==> src/rtl/pl_lsu_pkg.sv <==
// Shared definitions for the memory-stage load/store unit.
package pl_lsu_pkg;

    // RV32I load/store funct3 encodings
    localparam logic [2:0] F3_B  = 3'b000;
    localparam logic [2:0] F3_H  = 3'b001;
    localparam logic [2:0] F3_W  = 3'b010;
    localparam logic [2:0] F3_BU = 3'b100;
    localparam logic [2:0] F3_HU = 3'b101;

    // Default number of BUSY cycles allowed before a bus error
    localparam int TIMEOUT_DEF = 255;

    typedef enum logic [1:0] {
        S_IDLE = 2'd0,
        S_BUSY = 2'd1,
        S_DONE = 2'd2
    } lsu_state_e;

endpackage

==> src/rtl/pl_lsu_align.sv <==
// Combinational access formatting: legality, store lanes/enables, load extraction.
module pl_lsu_align
    import pl_lsu_pkg::*;
(
    input  logic        we,
    input  logic [2:0]  funct3,
    input  logic [1:0]  addr_lo,
    input  logic [31:0] src,
    output logic        legal,
    output logic [3:0]  be,
    output logic [31:0] wdata,
    input  logic [2:0]  ld_funct3,
    input  logic [1:0]  ld_off,
    input  logic [31:0] rdata,
    output logic [31:0] ld_data
);

    logic [31:0] shifted;

    // Loads pick the addressed byte/half down to bit 0 before extension
    assign shifted = rdata >> {ld_off, 3'b000};

    // Legality plus store lane replication; loads always enable all four bytes
    always_comb begin
        legal = 1'b0;
        be    = 4'b1111;
        wdata = src;
        case (funct3)
            F3_B: begin
                legal = 1'b1;
                if (we) begin
                    be    = 4'b0001 << addr_lo;
                    wdata = {4{src[7:0]}};
                end
            end
            F3_H: begin
                legal = !addr_lo[0];
                if (we) begin
                    be    = 4'b0011 << addr_lo;
                    wdata = {2{src[15:0]}};
                end
            end
            F3_W:    legal = (addr_lo == 2'b00);
            F3_BU:   legal = !we;
            F3_HU:   legal = !we && !addr_lo[0];
            default: legal = 1'b0;
        endcase
    end

    // Sign- or zero-extend the extracted load value
    always_comb begin
        case (ld_funct3)
            F3_B:    ld_data = {{24{shifted[7]}}, shifted[7:0]};
            F3_H:    ld_data = {{16{shifted[15]}}, shifted[15:0]};
            F3_BU:   ld_data = {24'h0, shifted[7:0]};
            F3_HU:   ld_data = {16'h0, shifted[15:0]};
            default: ld_data = shifted;
        endcase
    end

endmodule

==> src/rtl/pl_mem_lsu.sv <==
// Memory-stage load/store unit: one bus transaction per legal access, stalls EM meanwhile.
module pl_mem_lsu
    import pl_lsu_pkg::*;
#(
    parameter int TIMEOUT = TIMEOUT_DEF
) (
    input  logic        clk,
    input  logic        rst_n,
    input  logic        MemReqM,
    input  logic        MemWriteM,
    input  logic [2:0]  Funct3M,
    input  logic [31:0] ALUResultM,
    input  logic [31:0] WriteDataM,
    output logic        StallM,
    output logic [31:0] ReadDataM,
    output logic        LoadDoneM,
    output logic        MisalignM,
    output logic        BusErrM,
    output logic        dmem_req,
    output logic        dmem_we,
    output logic [31:0] dmem_addr,
    output logic [31:0] dmem_wdata,
    output logic [3:0]  dmem_be,
    input  logic        dmem_ready,
    input  logic [31:0] dmem_rdata
);

    lsu_state_e  state, state_nxt;
    logic [15:0] wait_cnt;
    logic [2:0]  f3_q;
    logic [1:0]  off_q;
    logic        legal, accept, timeout_hit, ld_fire;
    logic [3:0]  be_fmt;
    logic [31:0] wdata_fmt, ld_data;

    pl_lsu_align u_align (
        .we        (MemWriteM),
        .funct3    (Funct3M),
        .addr_lo   (ALUResultM[1:0]),
        .src       (WriteDataM),
        .legal     (legal),
        .be        (be_fmt),
        .wdata     (wdata_fmt),
        .ld_funct3 (f3_q),
        .ld_off    (off_q),
        .rdata     (dmem_rdata),
        .ld_data   (ld_data)
    );

    assign accept      = (state == S_IDLE) && MemReqM && legal;
    assign timeout_hit = (state == S_BUSY) && !dmem_ready && (wait_cnt == 16'(TIMEOUT - 1));
    assign ld_fire     = (state == S_BUSY) && dmem_ready && !dmem_we;

    // State register
    always_ff @(posedge clk or negedge rst_n) begin
        if (!rst_n) state <= S_IDLE;
        else        state <= state_nxt;
    end

    // Next-state logic; DONE always falls back to IDLE so the next access is taken there
    always_comb begin
        state_nxt = state;
        case (state)
            S_IDLE:  if (accept) state_nxt = S_BUSY;
            S_BUSY:  if (dmem_ready || timeout_hit) state_nxt = S_DONE;
            S_DONE:  state_nxt = S_IDLE;
            default: state_nxt = S_IDLE;
        endcase
    end

    // Combinational outputs; rst_n gating forces stall/misalign low during reset
    always_comb begin
        StallM    = rst_n && (accept || (state == S_BUSY));
        MisalignM = rst_n && (state == S_IDLE) && MemReqM && !legal;
        dmem_req  = (state == S_BUSY);
    end

    // Latch the formatted request on accept; held stable through BUSY
    always_ff @(posedge clk or negedge rst_n) begin
        if (!rst_n) begin
            dmem_addr  <= '0;
            dmem_we    <= 1'b0;
            dmem_be    <= '0;
            dmem_wdata <= '0;
            f3_q       <= '0;
            off_q      <= '0;
        end else if (accept) begin
            dmem_addr  <= {ALUResultM[31:2], 2'b00};
            dmem_we    <= MemWriteM;
            dmem_be    <= be_fmt;
            dmem_wdata <= wdata_fmt;
            f3_q       <= Funct3M;
            off_q      <= ALUResultM[1:0];
        end
    end

    // Count BUSY cycles spent waiting for ready
    always_ff @(posedge clk or negedge rst_n) begin
        if (!rst_n)                 wait_cnt <= '0;
        else if (accept)            wait_cnt <= '0;
        else if (state == S_BUSY)   wait_cnt <= wait_cnt + 16'd1;
    end

    // Completion pulses and load result, all visible during DONE
    always_ff @(posedge clk or negedge rst_n) begin
        if (!rst_n) begin
            ReadDataM <= '0;
            LoadDoneM <= 1'b0;
            BusErrM   <= 1'b0;
        end else begin
            LoadDoneM <= ld_fire;
            BusErrM   <= timeout_hit;
            if (ld_fire) ReadDataM <= ld_data;
        end
    end

endmodule

==> config.mk <==
export PLATFORM = sky130hd
export DESIGN_NAME = pl_mem_lsu
export DESIGN_NICKNAME = d
export VERILOG_FILES = /design/src/rtl/pl_lsu_pkg.sv /design/src/rtl/pl_lsu_align.sv /design/src/rtl/pl_mem_lsu.sv
export SDC_FILE = /design/constraint.sdc
export NUM_CORES = 1
export LEC_CHECK = 0
export ABC_AREA = 1
export CORE_ASPECT_RATIO = 0.75
export CORE_MARGIN = 1.5
export CORE_UTILIZATION = 35
export CTS_CLUSTER_SIZE = 8
export DETAILED_ROUTE_END_ITERATION = 10
export GPL_ROUTABILITY_DRIVEN = 0
export PLACE_DENSITY = 0.67
export SLEW_MARGIN = 25
export SYNTH_ARGS = -nofsm -noshare
export SYNTH_HDL_FRONTEND = slang
export SYNTH_SLANG_ARGS = --single-unit
export TNS_END_PERCENT = 50
==> constraint.sdc <==
create_clock -name clk -period 1.9 [get_ports clk]
set_input_delay 0.475 -clock clk [delete_from_list [all_inputs] [get_ports clk]]
set_output_delay 0.475 -clock clk [all_outputs]
set_load 0.01 [all_outputs]
* Yosys cells after proc, flatten, opt, wreduce, memory -nomap -nowiden
Index checks and enable logic that the tools add are counted.
** Cells by class
- Shift-type cells :: 3
- Equality and inequality tests :: 11
- Muxes and demuxes :: 13
- Reduce and logical (&&, ||, !) cells :: 24
- $add $sub $neg :: 1
** Operators with widths (count)
- $pmux W32 S4 :: 1
- $mux W32 :: 2
- $pmux W32 S2 :: 1
- $mux W16 :: 2
- $shr A32 B5 Y32 :: 1
- $add A16 B1 Y16 const B :: 1
- $eq A16 B8 Y1 const B :: 1
- $eq A3 B3 Y1 const B :: 4
- $logic_and A1 B1 Y1 :: 11
- $mux W4 :: 2
- $pmux W4 S2 :: 1
- $eq A3 B1 Y1 const B :: 2
- $logic_not A3 Y1 :: 2
- $logic_not A1 Y1 :: 5
- $pmux W1 S5 :: 1
- $logic_not A2 Y1 :: 2
- $mux W2 :: 2
- $pmux W2 S2 :: 1
- $shl A1 B2 Y4 const A :: 1
- $shl A2 B2 Y4 const A :: 1
- $eq A3 B2 Y1 const B :: 1
- $eq A2 B1 Y1 const B :: 1
- $logic_or A1 B1 Y1 :: 2
- $ne A2 B1 Y1 const B :: 1
- other kinds (3) :: 3
** Storage, ports and cells
- Output and inout bits :: 106
- Input port bits :: 104
- Word-level logic and storage cells :: 63
- Bits in registers :: 124

* Depth between registers and ports, before layout
Gate-level depths: netlist of the first run.
- Depth in word-level cells :: 6
- Mapped depth :: 10

* Hierarchy
A second synthesis of the first run with hierarchy kept.
** Second synthesis, totals
- Cell total of the unflattened synthesis :: 883
- Area total of the unflattened synthesis :: 6475.0 µm²
** By module, submodules not included
- pl_mem_lsu :: instances 1, sequential area each 3103.0 µm², cells each 599, area each 5032.3 µm²
- pl_lsu_align :: instances 1, sequential area each 0.0 µm², cells each 284, area each 1442.6 µm²

* Worst setup path before layout of the first run
Ideal clock, no wire load.
- Path kind :: input -> output
- Start point :: in ALUResultM[0]
- End point :: out StallM
- Setup slack :: 58 ps
- Stages :: 9
- Arrival time :: 1367 ps
- Path through :: inv_1 ha_1 o21ai_1 nand2_1 nand3_2 buf_6 nand2_1 inv_1 nor2_1
** On the way
- Cells in the longest elaborated chain, start to end :: 6
- Elaborated cells between the ends (all ways) :: 7
- Classes of those cells :: mux (1); reduce/logical (6)
** Ends and longest elaborated chain
- from (decl) :: RTL line pl_mem_lsu.sv:12 : input logic [31:0] ALUResultM,
- $logic_not A1 Y1 :: RTL line pl_lsu_align.sv:37, pl_lsu_align.sv:45
- $logic_and A1 B1 Y1 :: RTL line pl_lsu_align.sv:45 : F3_HU: legal = !we && !addr_lo[0];
- $pmux W1 S5 (*) :: RTL line pl_lsu_align.sv:28 : case (funct3)
- $logic_and A1 B1 Y1 (*) :: RTL line pl_mem_lsu.sv:50 : assign accept = (state == S_IDLE) && MemReqM && legal;
- $logic_or A1 B1 Y1 (*) :: RTL line pl_mem_lsu.sv:73 : StallM = rst_n && (accept || (state == S_BUSY));
- $logic_and A1 B1 Y1 (*) :: RTL line pl_mem_lsu.sv:73
- to (decl) :: RTL line pl_mem_lsu.sv:14 : output logic StallM,
Every way passes the cells marked *; elsewhere a longest branch is shown, timed or not.

* Worst setup path in the final report of the first run
- Start point :: reg state[0]
- End point :: out StallM
** On the way
- Cells in the longest elaborated chain, start to end :: 5
- Elaborated cells between the ends (all ways) :: 6
- Classes of those cells :: eq/ne (1); reduce/logical (5)
** Ends and longest elaborated chain
- from (decl) :: RTL line pl_mem_lsu.sv:28 : lsu_state_e state, state_nxt;
- from (signal assigned) :: RTL line pl_mem_lsu.sv:57 : else state <= state_nxt;
- $logic_not A2 Y1 :: RTL line pl_mem_lsu.sv:50
- $logic_and A1 B1 Y1 (2 in series) :: RTL line pl_mem_lsu.sv:50
- $logic_or A1 B1 Y1 (*) :: RTL line pl_mem_lsu.sv:73
- $logic_and A1 B1 Y1 (*) :: RTL line pl_mem_lsu.sv:73
Marked as above.

==> results of run 1 <==
-- what timing repair did --
action / in CTS / in global routing
buffers inserted: 2 / 3
endpoints found under the setup margin: 58 / 5
resized for setup: 40 / 10
pin swaps: 4 / 2
-- per-stage QoR --
stage	area (sq um)	std cells	setup slack, ps	hold WS (ps)
after detailed placement	8870	1289	-907	465
after CTS	9480	1322	-8.34	334
after global placement	8870	1289	-925	463
after floorplan	6320	833	58.1	179
after global routing	9520	1325	-84.0	233
final	9520	1325	15.5	194
-- registers in the layout, indices dropped and copies added, names as in the netlist, 2 cells and up --
| name | count |
|---|---|
| ReadDataM | 32 |
| dmem_wdata | 32 |
| dmem_addr | 30 |
| wait_cnt | 16 |
| dmem_be | 4 |
| f3_q | 3 |
| off_q | 2 |
| state | 2 |
-- synth_stat cells --
master    number
a211oi_1       1
a21o_1         1
a21oi_1       18
a31oi_1        8
buf_1          1
buf_2         21
buf_4         10
buf_6          4
clkbuf_1       5
clkbuf_2       1
conb_1         1
dfrtp_1      124
ha_1           6
inv_1         75
inv_2          7
nand2_1      323
nand2_2        2
nand3_1       66
nand3_2        2
nand4_1        6
nor2_1        38
nor2_2         4
nor2_4         1
nor3_1         2
nor4_1         1
o211ai_1      19
o21ai_0       45
o21ai_1        9
o21bai_1       5
o22ai_1        1
o31ai_1        1
or2_1          4
or2_2         20
-- worst max-delay path: cells and delay by family, from the launching register on --
kind | cells | cell delay (ps)
buf+inv | 4 | 310
simple gates | 4 | 310
flops | 1 | 380
-- placed cells by master, fill, tap and decap left out, types with 7 or more instances in the layout --
cell               n
a21oi_1           18
nand2_1          321
buf_4             51
nand3_1           65
a31oi_1            8
o21ai_1            7
nor2_1            37
clkbuf_16         17
inv_1             69
inv_2             13
or2_2             20
dfrtp_1          124
o211ai_1          19
o21ai_0           45
clkdlybuf4s50_1  193
-- cell families (layout without fill, tap and decap cells) --
logic type | after synthesis | count (layout) | share of synthesized area, %
AO/OA/AOI/OAI | 108 | 108 | 9.80
other | 1 | 2 | 0.0593
AND/OR/NAND/NOR | 469 | 469 | 31.0
buffers and inverters | 124 | 374 | 8.87
flip-flops | 124 | 124 | 49.1
adder cells (fa/ha/maj) | 6 | 6 | 1.19
-- layout make-up --
cell class,count,share of cell area (%)
Timing Repair Buffer,261,26.4
Tap cell,242,3.18
Clock inverter,12,1.29
Multi-Input combinational cell,585,28.6
Inverter,82,3.23
Clock buffer,19,4.76
Sequential cell,124,32.6
-- how the worst max path moves through the flow --
stage                        startpoint         to  cells past startpoint
after global placement    ALUResultM[0]  MisalignM                      7
final                          state[0]     StallM                      8
after floorplan           ALUResultM[0]     StallM                      9
after CTS                      state[1]     StallM                      8
after global routing           state[0]     StallM                      8
after detailed placement  ALUResultM[0]  MisalignM                      7
-- layer usage --
metal | vias to the layer above | wire length (um) | track usage [%]
li1 | 3109 | - | -
met3 | 22 | 1810 | 7.35
met4 | 0 | 281 | 6.25
met5 | - | 0 | 0
met2 | 222 | 8140 | 30.9
met1 | 2861 | 8960 | 28.8
-- power by group through the flow --
stage                     clock network (uW)  registers, uW  logic (uW)
after floorplan                            0           4310        1630
after global placement                     0           4040        4260
after detailed placement                   0           4040        4320
after CTS                               3260           4020        4350
after global routing                    3370           4110        4770
final                                   3170           4010        4330
==> results by group, run 1 <==
Layout
  – Ant. Diodes: 0
  – Seq. cell area: 3100 sq um
  – Multi-input gate area: 2720 sq um
  – Share of post-route cells with drive strength above 1: 13.1%
  – Fill cells: 1652
  – Nets: 1181
  – Layout area overhead: 50.7%
  – Final core occ: 53.9%

STA
  – Max Freq: 531 MHz
  – Tmin final: 1880 ps
  – Final Hold Vio Count: 0
  – Unrepaired setup endpoints after global routing: true
  – Slew Limit Fails: 0
  – Setup TNS: 0 ps
  – Skew final: 8.96 ps
  – Final setup viols: 0
  – Worst Tran Pin Value: 685 ps
  – Relative slew margins: a little over half
  – Tcrit/Tclk final: 99.2%

Clock tree
  – Post-CTS Hold Buffers: 0
  – Bufs on Longest Clock Path: 2
  – H-Tree Level Count: 4
  – Worst-Skew Late Latency: 420 ps
  – Clock-pin slew on the worst setup and hold paths: around 50 ps
  – CTS Buf Count: 17
  – CTS tree: yes
  – Clock Root Buffer: clkbuf_16
  – CTS sink cnt: around 120

Placement
  – Detail Placement HPWL: 14.1 mm
  – # port buffers: 207

Power and ir drop
  – Leakage Power: 0.00471 uW
  – Sw frac: 32.4%
  – Pwr Total: between 10000 and 15000 uW
  – Flop pwr share: 34.8%
  – Sw Pwr: 3720 uW
  – Comb power frac: ~38%
  – Int Pwr: 7780 uW
  – Part of the power in the clock network: 27.5%
  – Pwr dens: 1210 nW/um^2
  – Maximum VDD drop: between 500 and 600 uV

Synth
  – Flops & latches, synth: 124
  – Synth top area cells: dfrtp_1, nand2_1, nand3_1
  – Post-synth top area share: 49.1%
  – Gate Count Post-Synth: roughly 830
  – Post-synthesis sequential area ratio: about half
  – Synth area leader: dfrtp_1
  – Syn avg cell area: between 7 and 8 sq um
  – Yosys warnings: 0
  – Syn Std Cell Area: roughly 6300 sq um
  – Unique masters post-synth: 33

Global routing
  – GRT overflow: 0
  – Largest net degree at the start of global routing: 90
  – GRT Util Overall: a little over a fifth
  – Number of antenna violations at the first check in global routing: 0
  – First-pass GRT wire length: 30.8 mm
  – Vias in the first global route: 6012

Critical path
  – Crit Reg-Reg Endpoint: ReadDataM[11]
  – Flop-to-flop setup slack: 180 ps
  – Critical R2R Launch: state[0]
  – Type of the worst setup path: flop to output port
  – Reg2reg path depth: 11
  – CP Launch Type: flop
  – Crit. End Element: output port
  – Crit path DAT: 1410 ps
  – Cell Chain, Critical Path: inv_2 -> nand3_4 -> inv_2 -> nand3_4 -> nand2_2 -> inv_2 -> nor2_2 -> buf_6
  – Most used cell, CP: inv_2
  – Max stage delay on crit path: 380 ps
  – Cell at the slowest stage of the critical path: dfrtp_1
  – WP data required: approximately 1400 ps
  – Worst-path maximum fanout: 2

Floorplan
  – Die Ht: 119 um
  – Site row count: 42
  – Die extent in x: 158 um
  – Core area: 17700 sq um
  – Die area: 18900 sq um
  – Ports: 210
  – Starting Density: a little over a third

Route
  – Via count: 6214
  – Final WL: between 15 and 20 mm
  – Vias per cell: 4.69
  – ANT nets after route: 0
  – WL/cell: between 10 and 15 um
  – Initial DRC Count: 406
  – DR DRC count: 0
  – Drt pass-1 iters: 5

Outcome
  – Status: finished clean

Hold path
  – Hold Path Class: input port to async pin

Job
  – Max_cap viols: 0
No activity file was read; power rests on OpenSTA's default activity.
==> run 2, diff against run 1 <==
Settings changed: RECOVER_POWER set to 25, SLEW_MARGIN 25 to 5.
==> run 2 against run 1 <==
Register-to-register slack about the same. Routed wire length barely moved. Global-route usage did not move. Count of clock-buffer cells in the layout unchanged. Critical endpoint unchanged.
==> results by group, run 2 (same netlist as run 1, synthesis figures left out) <==
Outcome
  – Status: finished clean

Critical path
  – Type of the worst setup path: flop to output port
  – Most used cell, CP: inv_2
  – Buf+Inv Stages, Crit Path: 4
  – WP data required: between 1000 and 1500 ps
  – Crit. End Element: output port
  – Max stage delay on crit path: 380 ps
  – Flop-to-flop setup slack: 170 ps
  – Worst-path maximum fanout: 2
  – Critical R2R Launch: state[1]
  – Cell at the slowest stage of the critical path: dfrtp_1
  – Cell Chain, Critical Path: inv_2 -> nand3_4 -> inv_2 -> nand3_4 -> nand2_2 -> inv_2 -> nor2_2 -> buf_6
  – CP Launch Type: flop
  – Crit path DAT: ~1400 ps
  – Reg2reg path depth: 9
  – Delay-heaviest family, CP: flip-flops
  – Crit Reg-Reg Endpoint: wait_cnt[7]

Clock tree
  – CTS Buf Count: 17
  – Worst-Skew Late Latency: ~420 ps
  – Bufs on Longest Clock Path: 2
  – H-Tree Level Count: 4
  – CTS sink cnt: 124
  – CTS tree: yes
  – Clock-pin slew on the worst setup and hold paths: 50 ps
  – Clock Root Buffer: clkbuf_16

Global routing
  – First-pass GRT wire length: 30.8 mm
  – GRT overflow: 0
  – GRT Util Overall: a little over a fifth
  – Number of antenna violations at the first check in global routing: 0
  – Vias in the first global route: around 6000
  – Largest net degree at the start of global routing: 90

STA
  – Slew Limit Fails: 0
  – Max Freq: between 500 and 600 MHz
  – Worst Tran Pin Value: 1030 ps
  – Skew final: 9.41 ps
  – Unrepaired setup endpoints after global routing: true
  – Final Hold Vio Count: 0
  – Tmin final: 1880 ps
  – Tcrit/Tclk final: 99.2%
  – Relative slew margins: between 30% and 40%
  – Final setup viols: 0

Route
  – ANT nets after route: 0
  – DR DRC count: 0
  – Initial DRC Count: roughly 380
  – WL/cell: 14.5 um
  – Drt pass-1 iters: 6
  – Via count: approximately 6200
  – Vias per cell: 4.69
  – Final WL: around 19 mm

Floorplan
  – Ports: 210
  – Starting Density: 35.8%
  – Die extent in x: 158 um
  – Die area: 18900 sq um
  – Site row count: 42
  – Core area: approximately 18000 sq um
  – Die Ht: 119 um

Layout
  – Layout area overhead: 50.6%
  – Ant. Diodes: 0
  – Top flop regs: ReadDataM x32, dmem_wdata x32, dmem_addr x30
  – Final core occ: between 50 and 60%
  – Finished Layout Cells: 1325
  – Share of post-route cells with drive strength above 1: 13.0%
  – Nets: 1181
  – Commonest non-fill, non-tap cell in the layout: nand2_1
  – Fill cells: about 1700
  – Post-Layout Inst Area: 9520 sq um
  – Commonest cells after routing, fill and taps aside: nand2_1, clkdlybuf4s50_1, dfrtp_1

Power and ir drop
  – Maximum VDD drop: between 500 and 600 uV
  – Leakage Power: 0.00471 uW
  – Pwr dens: 1210 nW/um^2

Placement
  – Detail Placement HPWL: 14.1 mm
  – Placed Instances: 1289
  – Placed Area: 8870 sq um
  – # port buffers: 207

Hold path
  – Hold Path Class: input port to async pin

Job
  – Max_cap viols: 0
run 2: cell count changes in the layout (fill, tap and decap cells not counted):
cell / before / now
buf_2: 2 / 3
buf_4: 51 / 49
buf_6: 2 / 1
clkbuf_4: 0 / 2
nor2_1: 37 / 38
nor2_2: 5 / 4
run 2: worst max path at each step:
stage	to	cells after the start	from
final	StallM	8	state[0]
after global routing	StallM	8	state[0]
after CTS	StallM	8	state[1]
after detailed placement	MisalignM	7	ALUResultM[0]
after global placement	MisalignM	7	ALUResultM[0]
after floorplan	StallM	9	ALUResultM[0]
run 2: area by class of cell:
cell class                 count  area (sq um)  area share (%)
inverter                      82           308            3.23
timing repair buffer         261          2510            26.4
clock buffer                  19           453            4.76
sequential                   124          3100            32.6
clock inverter                12           123            1.29
multi-input combinational    585          2720            28.6
tap                          242           303            3.18
run 2: what timing repair did:
action,CTS,global route
pin swaps,4,2
resized for setup,40,10
setup endpoints to repair,58,5
hold buffers,0,0
buffers inserted,2,3
run 2: through the flow:
step	hold slack, ps	setup slack [ps]	power (uW)	setup TNS, ps
finish	394	15.6	11500	0
global route	466	-84.0	12200	-134
CTS	334	-8.34	11600	-8.34
detailed placement	465	-907	8360	-41410
global placement	463	-925	8300	-39480
floorplan	179	58.1	5940	0
run 2: metal layers:
metal / share of wire (%) / vias up / wire length (um) / global-route usage (%)
met1: 47 / 2836 / 8990 / 28.8
met4: 1.6 / 0 / 302 / 6.25
met3: 9.6 / 25 / 1850 / 7.35
met2: 42 / 243 / 8070 / 30.9
met5: 0 / - / 0 / 0
li1: - / 3107 / - / -
run 2: power by group:
part	leakage [uW]	internal, uW	switching, uW
clock	0.000272	1980	1190
combinational	0.00289	2320	2000
sequential	0.00154	3480	530
==> run 3, diff against run 2 <==
Settings changed: GPL_TIMING_DRIVEN set to 0.
==> run 3 against run 2 <==
The flow now finishes with violations (setup timing). Clock power up 14%. Clock skew down 2.4 ps. First-iteration DRC count up 10%. Sequential share of layout area down 0.086 points. Worst setup slack worse by 120 ps. Die area unchanged. Global-route usage up 1.3 points. Worst hold slack worse by 170 ps. Total power up 3.9%. Highest routed layer is now met5. Count of clock-buffer cells in the layout up 3. Largest power group unchanged.
==> results by group, run 3 (same netlist as run 1, synthesis figures left out) <==
Critical path
  – Crit. End Element: output port
  – CP Launch Type: input port
  – Cell Chain, Critical Path: buf_4 -> inv_2 -> ha_4 -> o21ai_2 -> nand2_2 -> a211oi_4 -> buf_2
  – Critical R2R Launch: state[0]
  – Worst-path maximum fanout: 4
  – Reg2reg path depth: 10
  – Worst setup path endpoint: MisalignM
  – Buf+Inv Stages, Crit Path: 3
  – Max stage delay on crit path: between 300 and 400 ps
  – Cell at the slowest stage of the critical path: a211oi_4
  – Crit Reg-Reg Endpoint: ReadDataM[17]
  – Delay-heaviest family, CP: compound AO/OA/AOI/OAI gates
  – Flop-to-flop setup slack: 150 ps
  – Setup crit start: ALUResultM[1]
  – Type of the worst setup path: input port to output port
  – Crit path DAT: ~1500 ps
  – WP data required: 1420 ps
  – Instance count on the critical path: 7

Power and ir drop
  – Leakage Power: about 0.0047 uW
  – Maximum VDD drop: 639 uV
  – Pwr Total: around 12000 uW
  – Pwr dens: 1250 nW/um^2

STA
  – Final Hold Vio Count: 0
  – Unrepaired setup endpoints after global routing: true
  – Tmin final: 2010 ps
  – Skew final: between 7 and 8 ps
  – Slew Limit Fails: 0
  – Worst Tran Pin Value: between 1000 and 1500 ps
  – Tcrit/Tclk final: 106%
  – Relative slew margins: around 14%
  – Max Freq: 498 MHz
  – Final setup viols: 2
  – Setup ws final: -109 ps

Global routing
  – Number of antenna violations at the first check in global routing: 1
  – GRT overflow: 0
  – Vias in the first global route: 6043
  – Largest net degree at the start of global routing: 46
  – GRT Util Overall: 22.3%
  – First-pass GRT wire length: 31.9 mm

Layout
  – Final core occ: 54.0%
  – Commonest non-fill, non-tap cell in the layout: nand2_1
  – Nets: between 1000 and 1500
  – Post-Layout Inst Area: around 9500 sq um
  – Commonest cells after routing, fill and taps aside: nand2_1, clkdlybuf4s50_1, dfrtp_1
  – Seq. cell area: 3100 sq um
  – Fill cells: approximately 1700
  – Layout area overhead: 51.0%
  – Top flop regs: ReadDataM x32, dmem_wdata x32, dmem_addr x30
  – Finished Layout Cells: 1329
  – Ant. Diodes: 0
  – Share of post-route cells with drive strength above 1: between 10% and 20%
  – Multi-input gate area: 2730 sq um

Route
  – Final WL: slightly above 20 mm
  – DR DRC count: 0
  – Via count: about 6300
  – Drt pass-1 iters: 5
  – ANT nets after route: 0
  – Initial DRC Count: 421
  – Vias per cell: 4.76
  – WL/cell: 15.4 um

Floorplan
  – Site row count: 42
  – Die Ht: between 100 and 150 um
  – Die extent in x: roughly 160 um
  – Ports: 210
  – Core area: 17700 sq um
  – Starting Density: 35.8%
  – Die area: 18900 sq um

Clock tree
  – CTS tree: yes
  – Clock-pin slew on the worst setup and hold paths: 60 ps
  – Worst-Skew Late Latency: 420 ps
  – Bufs on Longest Clock Path: 2
  – CTS sink cnt: ~120
  – Clock Root Buffer: clkbuf_16
  – H-Tree Level Count: 4
  – CTS Buf Count: 17

Placement
  – Detail Placement HPWL: roughly 15 mm
  – Placed Area: 8730 sq um
  – # port buffers: between 200 and 250
  – Placed Instances: 1283

Hold path
  – Hold Path Class: input port to async pin

Outcome
  – Status: finished, violations left
  – Failing checks: setup timing

Job
  – Max_cap viols: 0
run 3: changes by cell type in the layout (fill, tap and decap cells not counted), sizes merged:
cell	before	now
clkbuf	22	32
buf	57	52
bufinv	2	5
clkinvlp	5	2
clkdlybuf4s15	0	2
clkinv	5	3
dlymetal6s2s	3	1
clkdlybuf4s18	1	0
clkdlybuf4s50	193	194
dlygate4sd3	0	1
run 3: final cells by class:
| class | instances | share of cell area [%] |
|---|---|---|
| flip-flops and latches | 124 | 32.5 |
| multi-input cells | 585 | 28.6 |
| clock inverters | 10 | 1.97 |
| repair buffers | 223 | 23.1 |
| clock buffers | 22 | 4.87 |
| well taps | 242 | 3.17 |
| plain buffers | 41 | 2.53 |
| inverters | 82 | 3.23 |
run 3: worst min path at each step:
stage                    endpoint          start  depth (start not counted)  slack, ps
finish              ReadDataM[26]          rst_n                          2        230
global route        ReadDataM[26]          rst_n                          2        290
CTS                   wait_cnt[4]          rst_n                          2         10
detailed placement    wait_cnt[4]          rst_n                          1        400
global placement    dmem_addr[12]  dmem_addr[12]                          2        460
floorplan                 BusErrM          rst_n                          0        180
run 3: layer usage:
metal | part of all wire [%] | track usage (%) | vias to the layer above
li1 | - | - | 3115
met1 | 47 | 30.8 | 2950
met2 | 42 | 32.7 | 240
met3 | 9.7 | 8.73 | 22
met4 | 1.1 | 5.37 | 2
met5 | 0.054 | 0 | -
run 3: timing repair:
item / 4_1_cts / 5_1_grt
buffers inserted: 10 / 0
pin swaps: 7 / 2
hold buffers: 2 / 0
gates cloned: 3 / 0
endpoints found under the hold margin: 35 / 0
gates resized for setup: 56 / 2
endpoints found under the setup margin: 60 / 4
run 3: power by group:
part,internal [uW],switching (uW),total [uW]
logic,2310,2060,4370
registers,3480,498,3980
clock network,2400,1210,3610
run 3: per-stage QoR:
step	setup slack, ps	hold slack, ps	setup TNS [ps]
3_5_place_dp	-1250	397	-45640
4_1_cts	-171	11.1	-258
2_1_floorplan	58.1	179	0
3_3_place_gp	-5450	461	-642260
6_report	-109	226	-197
5_1_grt	-159	288	-306
